### src/rtl/blink_sequencer.sv
// rtl/blink_sequencer.sv - N-pulse LED blink sequencer with P-cycle on/off phases.
// Optional macro BLINK_SEQ_REPEAT_EN adds repeat_i for back-to-back rounds.
module blink_sequencer #(
  parameter int CNT_WIDTH = 24,
  parameter int NUM_WIDTH = 4
) (
  input  logic                 clk_i,
  input  logic                 rst_i,
  input  logic                 start_i,
  input  logic                 stop_i,
  input  logic [NUM_WIDTH-1:0] count_i,
  input  logic [CNT_WIDTH-1:0] period_i,
`ifdef BLINK_SEQ_REPEAT_EN
  input  logic                 repeat_i,
`endif
  output logic                 blink_o,
  output logic                 busy_o,
  output logic                 done_o
);

  typedef enum logic [1:0] {S_IDLE, S_ON, S_OFF, S_DONE} state_t;

  localparam logic [CNT_WIDTH-1:0] CNT_ONE = CNT_WIDTH'(1);
  localparam logic [NUM_WIDTH-1:0] NUM_ONE = NUM_WIDTH'(1);

  state_t               state_q, state_d;
  logic [CNT_WIDTH-1:0] tick_q;
  logic [CNT_WIDTH-1:0] p_q;
  logic [NUM_WIDTH-1:0] rem_q;
  logic                 start_ok, phase_end, last_blink, repeat_req, round_end;
  logic                 blink_d, busy_d, done_d;

`ifdef BLINK_SEQ_REPEAT_EN
  logic [NUM_WIDTH-1:0] n_q;
  assign repeat_req = repeat_i;
`else
  assign repeat_req = 1'b0;
`endif

  assign start_ok   = (state_q == S_IDLE) && start_i && !stop_i;
  assign phase_end  = (tick_q == p_q - CNT_ONE);
  assign last_blink = (rem_q <= NUM_ONE);
  // End of the final OFF phase of a round, not cut short by stop_i.
  assign round_end  = (state_q == S_OFF) && phase_end && last_blink && !stop_i;

  always_ff @(posedge clk_i or posedge rst_i) begin
    if (rst_i) begin
      state_q <= S_IDLE;
      blink_o <= 1'b0;
      busy_o  <= 1'b0;
      done_o  <= 1'b0;
    end else begin
      state_q <= state_d;
      blink_o <= blink_d;
      busy_o  <= busy_d;
      done_o  <= done_d;
    end
  end

  always_comb begin
    state_d = state_q;
    case (state_q)
      S_IDLE: if (start_ok) state_d = (count_i == '0) ? S_DONE : S_ON;
      S_ON: begin
        if (stop_i)         state_d = S_IDLE;
        else if (phase_end) state_d = S_OFF;
      end
      S_OFF: begin
        if (stop_i)                          state_d = S_IDLE;
        else if (phase_end && !last_blink)   state_d = S_ON;
        else if (phase_end && repeat_req)    state_d = S_ON;
        else if (phase_end)                  state_d = S_DONE;
      end
      S_DONE:  state_d = S_IDLE;
      default: state_d = S_IDLE;
    endcase
  end

  always_comb begin
    blink_d = (state_d == S_ON);
    busy_d  = (state_d == S_ON) || (state_d == S_OFF);
    done_d  = (state_d == S_DONE) || round_end;
  end

  always_ff @(posedge clk_i or posedge rst_i) begin
    if (rst_i) begin
      tick_q <= '0;
      p_q    <= '0;
      rem_q  <= '0;
`ifdef BLINK_SEQ_REPEAT_EN
      n_q    <= '0;
`endif
    end else if (start_ok) begin
      tick_q <= '0;
      rem_q  <= count_i;
      p_q    <= (period_i == '0) ? CNT_ONE : period_i;
`ifdef BLINK_SEQ_REPEAT_EN
      n_q    <= count_i;
`endif
    end else if (state_q == S_ON || state_q == S_OFF) begin
      if (phase_end) begin
        tick_q <= '0;
        if (state_q == S_OFF && !last_blink) rem_q <= rem_q - NUM_ONE;
`ifdef BLINK_SEQ_REPEAT_EN
        else if (state_q == S_OFF && repeat_req) rem_q <= n_q;
`endif
      end else begin
        tick_q <= tick_q + CNT_ONE;
      end
    end
  end

endmodule

### config.mk
export PLATFORM = sky130hd
export DESIGN_NAME = blink_sequencer
export DESIGN_NICKNAME = d
export VERILOG_FILES = /design/src/rtl/blink_sequencer.sv
export SDC_FILE = /design/constraint.sdc
export NUM_CORES = 1
export LEC_CHECK = 0
export ABC_AREA = 1
export CELL_PAD_IN_SITES_DETAIL_PLACEMENT = 2
export CELL_PAD_IN_SITES_GLOBAL_PLACEMENT = 2
export CORE_ASPECT_RATIO = 0.6
export CORE_MARGIN = 2
export CORE_UTILIZATION = 35
export CTS_BUF_LIST = sky130_fd_sc_hd__clkbuf_2 sky130_fd_sc_hd__clkbuf_4 sky130_fd_sc_hd__clkbuf_8
export CTS_CLUSTER_SIZE = 16
export DETAILED_ROUTE_END_ITERATION = 12
export GPL_TIMING_DRIVEN = 0
export PLACE_DENSITY = 0.86
export SYNTH_ARGS = -nofsm -noshare
export SYNTH_HDL_FRONTEND = slang
export SYNTH_SLANG_ARGS = --single-unit
### constraint.sdc
create_clock -name clk_i -period 2.5 [get_ports clk_i]
set_input_delay 0.5 -clock clk_i [delete_from_list [all_inputs] [get_ports clk_i]]
set_output_delay 0.5 -clock clk_i [all_outputs]
set_load 0.03 [all_outputs]
==> results of run 1 <==
-- per-stage QoR --
stage | area [um^2] | hold WS (ns) | instances
after floorplan | 3970 | 0.472 | 539
after global placement | 4490 | 0.504 | 717
after detailed placement | 4510 | 0.516 | 718
after CTS | 4850 | 0.542 | 742
after global routing | 5220 | 0.569 | 758
final | 5220 | 0.521 | 758
-- routing by layer --
metal  wire length [um]  share of wire (%)
met5                  0                  0
met4                544                3.0
met3                792                4.4
met2               8630                 48
met1               8170                 45
-- cell usage after synthesis, types with 2 or more instances --
cell,number,area (um^2)
nor3_1,7,35.0
nor2_1,43,161
nand2_2,3,18.8
xnor2_1,13,114
inv_1,71,267
o21ai_1,3,15.0
inv_2,2,7.51
xor2_1,27,236
nand2_1,148,556
o22ai_2,10,125
o21ai_0,36,180
nand3_4,2,35.0
nand3b_1,5,37.5
ha_1,9,113
a21oi_1,12,60.1
nor2_2,6,37.5
nor2_4,5,56.3
clkbuf_1,9,33.8
nand4_1,15,93.8
nand3_1,30,150
o21bai_1,3,22.5
dfrtp_1,57,1430
nor4_1,5,31.3
-- worst register-to-register path, cell delays in order, from the launching register on --
cell     delay [ns]
dfrtp_2        0.46
nor2_2         0.20
nand2_1        0.15
nor2_4         0.15
buf_12         0.13
nand3_1        0.08
nand2_1        0.12
nand2_2        0.08
nor2_2         0.18
nand2_2        0.10
nor2_4         0.20
nand2_4        0.13
a21oi_4        0.22
o21ai_2        0.09
nand2_2        0.16
ha_4           0.16
inv_2          0.04
o31ai_2        0.07
-- area by class of cell --
type	instances	area (um^2)	area share, %
plain buffers	12	62.6	1.20
clock buffers	12	165	3.17
clock inverters	3	15.0	0.288
inverters	73	277	5.30
multi-input cells	397	2480	47.6
flip-flops and latches	57	1440	27.6
well taps	144	180	3.45
repair buffers	60	597	11.4
-- power groups by stage --
| stage | Sequential (uW) | Combinational [uW] | Clock, uW |
|---|---|---|---|
| final | 1760 | 3460 | 840 |
| after global routing | 1770 | 3730 | 887 |
| after global placement | 1610 | 2330 | 0 |
| after CTS | 1640 | 2750 | 842 |
| after detailed placement | 1640 | 2520 | 0 |
| after floorplan | 1510 | 1770 | 0 |
-- final timing paths --
kind	start	end	cells after the start
max	p_q[4]$_DFFE_PP0P_	done_o$_DFF_PP0_	17
min	rst_i	rem_q[1]$_DFFE_PP0P_	2
max reg2reg	p_q[4]$_DFFE_PP0P_	done_o$_DFF_PP0_	17
min reg2reg	p_q[23]$_DFFE_PP0P_	p_q[23]$_DFFE_PP0P_	2
max in group asynchronous	rst_i	tick_q[3]$_DFFE_PP0P_	3
min in group clk_i	p_q[23]$_DFFE_PP0P_	p_q[23]$_DFFE_PP0P_	2
-- cells in the final DEF, fill, tap and decap left out, types with 15 or more instances in the layout --
cell type	netlist	final
xor2_1	27	27
dfrtp_1	57	46
nand2_1	148	135
nand3_1	30	29
nor2_1	43	33
clkdlybuf4s50_1	0	34
nor2_4	5	15
buf_4	0	18
o21ai_0	36	36
inv_1	71	62
nand4_1	15	15
-- cells by family (layout without fill, tap and decap cells) --
family | Yosys count | count (layout) | share of synthesized area [%]
AO/OA/AOI/OAI | 70 | 70 | 11.3
XOR/XNOR | 40 | 40 | 8.82
adder cells (fa/ha/maj) | 9 | 9 | 2.84
buffers and inverters | 85 | 160 | 8.48
flip-flops | 57 | 57 | 35.9
AND/OR/NAND/NOR | 278 | 278 | 32.6
-- state kept, by name, indices dropped and copies added (netlist names) --
register	flops
busy_o	1
p_q	24
blink_o	1
done_o	1
state_q	2
rem_q	4
tick_q	24
-- repair_timing --
action | CTS | global route
pin swaps | 15 | 24
endpoints found under the hold margin | 0 | 0
cloned | 0 | 1
setup buffers | 9 | 15
gates resized for setup | 26 | 58
setup endpoints to repair | 30 | 25
==> flow_metrics.env, run 1 <==
export IMPL_hpwlAfterDp_um=11400
export IMPL_avgSynthCellArea_um2=7.37
export IMPL_cp_top_family="simple AND/OR/NAND/NOR gates"
export IMPL_dp_slack_ns=-0.410
export IMPL_grt_pass1_wl_um=24400
export IMPL_tns_ns=-3.30
export IMPL_drtIter0Drc=242
export IMPL_synthCells=539
export IMPL_path_buf_inv=2
export IMPL_hold_viol_final=0
export IMPL_grt_util_met3_pct=5.30
export IMPL_numCtsBuffers=9
export IMPL_synth_edf_count=0
export IMPL_die_width_um=142
export IMPL_drtAntennaViolNets=0
export IMPL_antenna_cells=0
export IMPL_crit_fanout=7
export IMPL_crit_chain="nor2_2 > nand2_1 > nor2_4 > buf_12 > nand3_1 > nand2_1 > nand2_2 > nor2_2 > nand2_2 > nor2_4 > nand2_4 > a21oi_4 > o21ai_2 > nand2_2 > ha_4 > inv_2 > o31ai_2"
export IMPL_max_stage_delay_ns=0.46
export IMPL_drive_above_1_share_pct=22.0
export IMPL_netlist_area_mm2=0.00397
export IMPL_cp_end_kind="flop"
export IMPL_fin_crit_sh_pct=112
export IMPL_grtUsageMet1_pct=36.5
export IMPL_switching_share_pct=51.4
export IMPL_arrival_ns=3.07
export IMPL_finClkSkew_ns=0.0156
export IMPL_cpMostUsedCell="nand2_2"
export IMPL_yosysSeqAreaShare_pct=35.9
export IMPL_start_kind="flop"
export IMPL_clkPwrFrac_pct=13.9
export IMPL_synth_warnings=0
export IMPL_clk_latency_ns=0.37
export IMPL_setup_violations=30
export IMPL_ys_seq_elements=57
export IMPL_combPwrFrac_pct=57.1
export IMPL_fin_crit_ns=2.80
export IMPL_hp_class="in -> async"
export IMPL_cts_num_sinks=57
export IMPL_finalWorstSetupSlack_ns=-0.305
export IMPL_status="finished, violations left"
export IMPL_drv_cap=0
export IMPL_syn_nets=580
export IMPL_drcViolationCount=0
export IMPL_power_switching_uw=3110
export IMPL_grt_ovfl_total=0
export IMPL_required_ns=2.76
export IMPL_cts_tree="built"
export IMPL_tightest_slew_ns=0.913
export IMPL_ir_worst_vdd_uv=440
export IMPL_p_total_uw=6060
export IMPL_met2_usage_pct=43.1
export IMPL_num_vias=4179
export IMPL_ctsHoldBuffers=0
export IMPL_power_per_cell_area_mw_per_mm2=1160
export IMPL_rsz0062_at_grt="yes"
export IMPL_path_class="reg -> reg"
export IMPL_port_buffers=34
export IMPL_top_usage_layer="met2"
export IMPL_grt_pass1_vias=4381
export IMPL_clock_path_buffers=2
export IMPL_fillers=1270
export IMPL_layout_nets=651
export IMPL_failed_checks="negative setup slack"
export IMPL_vias_per_cell=5.51
export IMPL_drt_pass1_iter_count=4
export IMPL_synthToLayoutAreaGrowth_pct=31.4
export IMPL_htree_levels=3
export IMPL_drv_slew=0
export IMPL_internal_power_uw=2950
export IMPL_io_pins=35
export IMPL_die_h_um=86.5
export IMPL_die_area_mm2=0.0122
export IMPL_reg2reg_slack_ns=-0.30
export IMPL_crit_path_top_delay_cell="dfrtp_2"
export IMPL_start_util_pct=35.5
export IMPL_utilization_pct=46.6
export IMPL_slew_headroom_pct=38.5
export IMPL_async_flop_share_pct=100
export IMPL_grt_util_all_layers_pct=26.4
export IMPL_p_seq_share_pct=29.0
export IMPL_grt_max_degree=33
export IMPL_cts_root_buffer="clkbuf_8"
export IMPL_wl_per_cell_um=23.9
export IMPL_antenna_found_initial=0
export IMPL_rows=30
export IMPL_path_clk_slew_ns=0.08
export IMPL_synthFlopType="dfrtp_1"
export IMPL_synth_cell_types=41
export IMPL_gp_congestion=0.801
export IMPL_max_freq_mhz=357
export IMPL_power_leakage_uw=0.00230
export IMPL_wirelength_um=18100
export IMPL_coreArea_mm2=0.0112
(Power assumes the default switching activity.)
==> run 2, diff against run 1 <==
- MAX_ROUTING_LAYER: unset -> met4
==> run 2 against run 1 <==
Net effect:
- the flow still finishes with violations (negative setup slack)
- flip-flop and latch count unchanged
- clock-buffer cell count unchanged
- sequential share of layout area did not move
- critical path type unchanged
- largest cell class unchanged
==> flow_metrics.env, run 2 (same netlist as run 1, synthesis figures left out) <==
export IMPL_drv_slew=0
export IMPL_fin_crit_sh_pct=111
export IMPL_die_h_um=86.5
export IMPL_drtIter0Drc=210
export IMPL_clk_latency_ns=0.37
export IMPL_p_seq_share_pct=28.9
export IMPL_grt_max_degree=33
export IMPL_synthToLayoutAreaGrowth_pct=31.4
export IMPL_cp_end_kind="flop"
export IMPL_coreArea_mm2=0.0112
export IMPL_drive_above_1_share_pct=22.0
export IMPL_layout_common_cells="nand2_1, inv_1, dfrtp_1"
export IMPL_htree_levels=3
export IMPL_ctsHoldBuffers=0
export IMPL_hpwlAfterDp_um=11400
export IMPL_numCtsBuffers=9
export IMPL_switching_share_pct=51.4
export IMPL_ir_worst_vdd_uv=440
export IMPL_power_switching_uw=3120
export IMPL_final_cells=758
export IMPL_fin_crit_ns=2.78
export IMPL_required_ns=2.76
export IMPL_tightest_slew_ns=0.919
export IMPL_die_width_um=142
export IMPL_status="finished, violations left"
export IMPL_die_area_mm2=0.0122
export IMPL_clock_path_buffers=2
export IMPL_hold_viol_final=0
export IMPL_finClkSkew_ns=0.0153
export IMPL_grt_ovfl_total=0
export IMPL_path_clk_slew_ns=0.08
export IMPL_power_per_cell_area_mw_per_mm2=1160
export IMPL_internal_power_uw=2950
export IMPL_top_regs="p_q x24, tick_q x24, rem_q x4"
export IMPL_drcViolationCount=0
export IMPL_postPlaceCellArea_mm2=0.00451
export IMPL_max_freq_mhz=359
export IMPL_multi_input_area_mm2=0.00248
export IMPL_cts_tree="built"
export IMPL_place_inst=718
export IMPL_failed_checks="negative setup slack"
export IMPL_hp_class="in -> async"
export IMPL_slew_headroom_pct=38.1
export IMPL_rsz0062_at_grt="yes"
export IMPL_drv_cap=0
export IMPL_wirelength_um=18100
export IMPL_port_buffers=34
export IMPL_grt_pass1_vias=4384
export IMPL_power_leakage_uw=0.00230
export IMPL_finalWorstSetupSlack_ns=-0.283
export IMPL_combPwrFrac_pct=57.2
export IMPL_arrival_ns=3.04
export IMPL_cts_num_sinks=57
export IMPL_tns_ns=-2.53
export IMPL_clkPwrFrac_pct=13.9
export IMPL_fin_hold_ws_ns=0.526
export IMPL_fillers=1270
export IMPL_grt_util_all_layers_pct=27.2
export IMPL_rows=30
export IMPL_fin_area_mm2=0.00522
export IMPL_setup_violations=24
export IMPL_rr_worst_depth=17
export IMPL_drtAntennaViolNets=0
export IMPL_grt_pass1_wl_um=24300
export IMPL_io_pins=35
export IMPL_layout_nets=651
export IMPL_gp_congestion=0.813
export IMPL_antenna_cells=0
export IMPL_cts_root_buffer="clkbuf_8"
export IMPL_mostFrequentLayoutCell="nand2_1"
export IMPL_num_vias=4157
export IMPL_start_util_pct=35.5
export IMPL_crit_fanout=7
export IMPL_start_kind="flop"
export IMPL_wl_per_cell_um=23.8
export IMPL_area_sequential_mm2=0.00144
export IMPL_drt_pass1_iter_count=6
export IMPL_antenna_found_initial=0
export IMPL_vias_per_cell=5.48
export IMPL_path_class="reg -> reg"
-- run 2: cell counts in the layout (fill, tap and decap cells not counted) --
Identical to the previous run, type by type.
-- run 2: layer usage --
layer | vias to the layer above | share of wire, % | global-route usage (%)
met5 | - | 0 | -
met3 | 41 | 3.9 | 5.41
met4 | 0 | 3.0 | 5.55
met2 | 128 | 48 | 43.3
met1 | 2114 | 46 | 36.3
li1 | 1874 | - | -
-- run 2: worst max-delay path: stages, from the launching register on --
cell     delay [ns]
dfrtp_2        0.46
nor2_2         0.20
nand2_1        0.14
nor2_4         0.16
buf_12         0.13
nand3_1        0.08
nand2_1        0.12
nand2_2        0.08
nor2_2         0.15
nand2_2        0.09
nor2_4         0.20
nand2_4        0.13
a21oi_4        0.22
o21ai_2        0.09
nand2_2        0.15
ha_4           0.15
inv_2          0.04
o31ai_2        0.07
-- run 2: repair_timing --
item,4_1_cts,5_1_grt
setup endpoints to repair,30,25
buffers inserted,9,15
gates cloned,0,1
resized for setup,26,58
pin swaps,15,24
-- run 2: metrics by stage --
step	power (uW)	setup WS (ns)	utilization, %
3_3_place_gp	3940	-0.533	40.2
4_1_cts	5240	0.00182	43.4
5_1_grt	6380	-0.367	46.6
3_5_place_dp	4160	-0.410	40.3
2_1_floorplan	3270	0.270	-
6_report	6070	-0.283	46.6
-- run 2: final timing paths --
path | startpoint | endpoint | slack (ns)
min | rst_i | rem_q[1]$_DFFE_PP0P_ | 0.53
max | p_q[4]$_DFFE_PP0P_ | done_o$_DFF_PP0_ | -0.28
min in group clk_i | p_q[23]$_DFFE_PP0P_ | p_q[23]$_DFFE_PP0P_ | 0.54
max in group asynchronous | rst_i | tick_q[3]$_DFFE_PP0P_ | 1.38
max reg2reg | p_q[4]$_DFFE_PP0P_ | done_o$_DFF_PP0_ | -0.28
min reg2reg | p_q[23]$_DFFE_PP0P_ | p_q[23]$_DFFE_PP0P_ | 0.54
-- run 2: power groups by stage --
stage,registers [uW],logic [uW],clock network [uW]
CTS,1640,2750,842
global placement,1610,2330,0
floorplan,1510,1770,0
global route,1770,3720,886
detailed placement,1640,2520,0
finish,1750,3470,843
-- run 2: cell type report --
type,instances,share of cell area [%]
plain buffers,12,1.20
clock buffers,12,3.17
clock inverters,3,0.288
inverters,73,5.30
multi-input cells,397,47.6
flip-flops and latches,57,27.6
well taps,144,3.45
repair buffers,60,11.4
==> run 3, diff against run 2 <==
- ABC_CLOCK_PERIOD_IN_PS: unset -> 2500
- PLACE_DENSITY: 0.86 -> unset
- PLACE_DENSITY_LB_ADDON: unset -> 0.15
==> run 3 against run 2 <==
Net effect:
- critical path type unchanged
- sequential power is essentially flat
- critical endpoint unchanged
- final cell count shrank 0.13%
- worst hold slack improved by 0.023 ns
- the run still ends with negative setup slack left
- clock power is 32% higher
- global-route usage up 0.75 points
- non-clock buffer count is 2 lower
- flip-flop and latch count is the same
- die area unchanged
- worst setup slack better by 0.13 ns
- first-iteration DRC count is 13% higher
==> flow_metrics.env, run 3 (same netlist as run 1, synthesis figures left out) <==
export IMPL_crit_chain="inv_2 > buf_4 > nand3_4 > nor2_4 > nand2_1 > nor2_1 > nand2_1 > nand2_1 > nand3_1 > nor2_4 > nand3_2 > nand2_2 > nand2_4 > nand2_2 > nand2_2 > ha_2 > inv_1 > o31ai_1"
export IMPL_multi_input_area_mm2=0.00237
export IMPL_grt_pass1_vias=4293
export IMPL_hpwlAfterDp_um=11200
export IMPL_layout_nets=649
export IMPL_die_area_mm2=0.0122
export IMPL_rsz0062_at_grt="yes"
export IMPL_finClkSkew_ns=0.00880
export IMPL_required_ns=2.71
export IMPL_grt_max_degree=31
export IMPL_drcViolationCount=0
export IMPL_fillers=1270
export IMPL_fin_area_mm2=0.00514
export IMPL_antenna_cells=0
export IMPL_rows=30
export IMPL_fin_hold_ws_ns=0.549
export IMPL_num_vias=4061
export IMPL_drv_slew=0
export IMPL_gp_congestion=0.800
export IMPL_postPlaceCellArea_mm2=0.00451
export IMPL_hp_class="in -> async"
export IMPL_htree_levels=3
export IMPL_clock_path_buffers=2
export IMPL_numCtsBuffers=9
export IMPL_io_pins=35
export IMPL_arrival_ns=2.86
export IMPL_drtIter0Drc=238
export IMPL_start_util_pct=35.5
export IMPL_cp_top_family="simple AND/OR/NAND/NOR gates"
export IMPL_drive_above_1_share_pct=19.1
export IMPL_tightest_slew_ns=0.852
export IMPL_dp_slack_ns=-0.397
export IMPL_cp_end_kind="flop"
export IMPL_drtAntennaViolNets=0
export IMPL_fin_crit_sh_pct=106
export IMPL_ir_worst_vdd_uv=592
export IMPL_cts_tree="built"
export IMPL_path_buf_inv=3
export IMPL_wl_per_cell_um=22.2
export IMPL_antenna_found_initial=0
export IMPL_power_leakage_uw=0.00230
export IMPL_ctsHoldBuffers=0
export IMPL_slew_headroom_pct=42.6
export IMPL_grt_pass1_wl_um=24800
export IMPL_port_buffers=34
export IMPL_setup_violations=18
export IMPL_finalWorstSetupSlack_ns=-0.152
export IMPL_mostFrequentLayoutCell="nand2_1"
export IMPL_hold_viol_final=0
export IMPL_fin_crit_ns=2.65
export IMPL_max_stage_delay_ns=0.41
export IMPL_drv_cap=0
export IMPL_top_regs="p_q x24, tick_q x24, rem_q x4"
export IMPL_coreArea_mm2=0.0112
export IMPL_clk_latency_ns=0.36
export IMPL_max_freq_mhz=377
export IMPL_cts_num_sinks=57
export IMPL_grt_ovfl_total=0
export IMPL_crit_path_top_delay_cell="dfrtp_1"
export IMPL_die_h_um=86.5
export IMPL_power_per_cell_area_mw_per_mm2=1170
export IMPL_start_kind="flop"
export IMPL_area_sequential_mm2=0.00144
export IMPL_path_class="reg -> reg"
export IMPL_status="finished, violations left"
export IMPL_crit_fanout=4
export IMPL_synthToLayoutAreaGrowth_pct=29.5
export IMPL_layout_common_cells="nand2_1, inv_1, dfrtp_1"
export IMPL_wirelength_um=16800
export IMPL_cts_root_buffer="clkbuf_8"
export IMPL_drt_pass1_iter_count=4
export IMPL_vias_per_cell=5.36
export IMPL_grt_util_all_layers_pct=27.9
export IMPL_path_clk_slew_ns=0.07
export IMPL_failed_checks="negative setup slack"
export IMPL_die_width_um=142
run 3: repair_timing:
action | in CTS | in global routing
setup buffers | 12 | 10
endpoints found under the setup margin | 32 | 28
hold endpoints to repair | 0 | 0
pin swaps | 15 | 11
cloned | 0 | 1
resized for setup | 26 | 30
run 3: cell type report:
cell class,instances,area share [%]
sequential,57,27.9
buffer,12,1.22
tap,144,3.50
clock buffer,10,2.68
timing repair buffer,58,11.2
clock inverter,6,2.04
multi-input combinational,397,46.2
inverter,73,5.33
run 3: report_power, final:
part           internal (uW)  leakage [uW]  total, uW  switching [uW]
logic                   1170       0.00144       3160            1990
clock network            684      0.000126       1110             427
registers               1220      0.000734       1740             513
total                   3080       0.00230       6010            2930
run 3: final timing paths:
path	startpoint	endpoint	slack [ns]	depth (start not counted)
worst max-delay path	p_q[1]$_DFFE_PP0P_	done_o$_DFF_PP0_	-0.15	18
worst min-delay path	rst_i	rem_q[3]$_DFFE_PP0P_	0.55	2
worst max register to register	p_q[1]$_DFFE_PP0P_	done_o$_DFF_PP0_	-0.15	18
worst min register to register	p_q[23]$_DFFE_PP0P_	p_q[23]$_DFFE_PP0P_	0.57	2
max in group asynchronous	rst_i	tick_q[12]$_DFFE_PP0P_	1.33	3
min in group clk_i	p_q[23]$_DFFE_PP0P_	p_q[23]$_DFFE_PP0P_	0.57	2
run 3: worst reg2reg max path, stage by stage (launching register included):
cell and delay (ns):
dfrtp_1 0.41, inv_2 0.13, buf_4 0.14, nand3_4 0.10, nor2_4 0.16, nand2_1 0.14, nor2_1 0.16, nand2_1 0.09
nand2_1 0.12, nand3_1 0.14, nor2_4 0.22, nand3_2 0.09, nand2_2 0.12, nand2_4 0.06, nand2_2 0.07, nand2_2 0.06
ha_2 0.19, inv_1 0.05, o31ai_1 0.06
run 3: metrics by stage:
step | utilization (%) | TNS (ns) | cells | total power, uW
after floorplan | - | 0 | 539 | 3270
after global placement | 40.2 | -36.48 | 717 | 3970
after detailed placement | 40.3 | -4.76 | 718 | 4140
after CTS | 44.2 | 0 | 746 | 5560
after global routing | 46.0 | -3.74 | 757 | 6400
final | 46.0 | -0.927 | 757 | 6010
run 3: metal layers:
layer | global-route usage, % | routed length, um | part of all wire [%] | vias to the layer above
li1 | - | - | - | 1883
met1 | 37.8 | 7880 | 47 | 2066
met2 | 44.6 | 7910 | 47 | 89
met3 | 4.20 | 708 | 4.2 | 23
met4 | 6.64 | 312 | 1.9 | 0
met5 | - | 0 | 0 | -
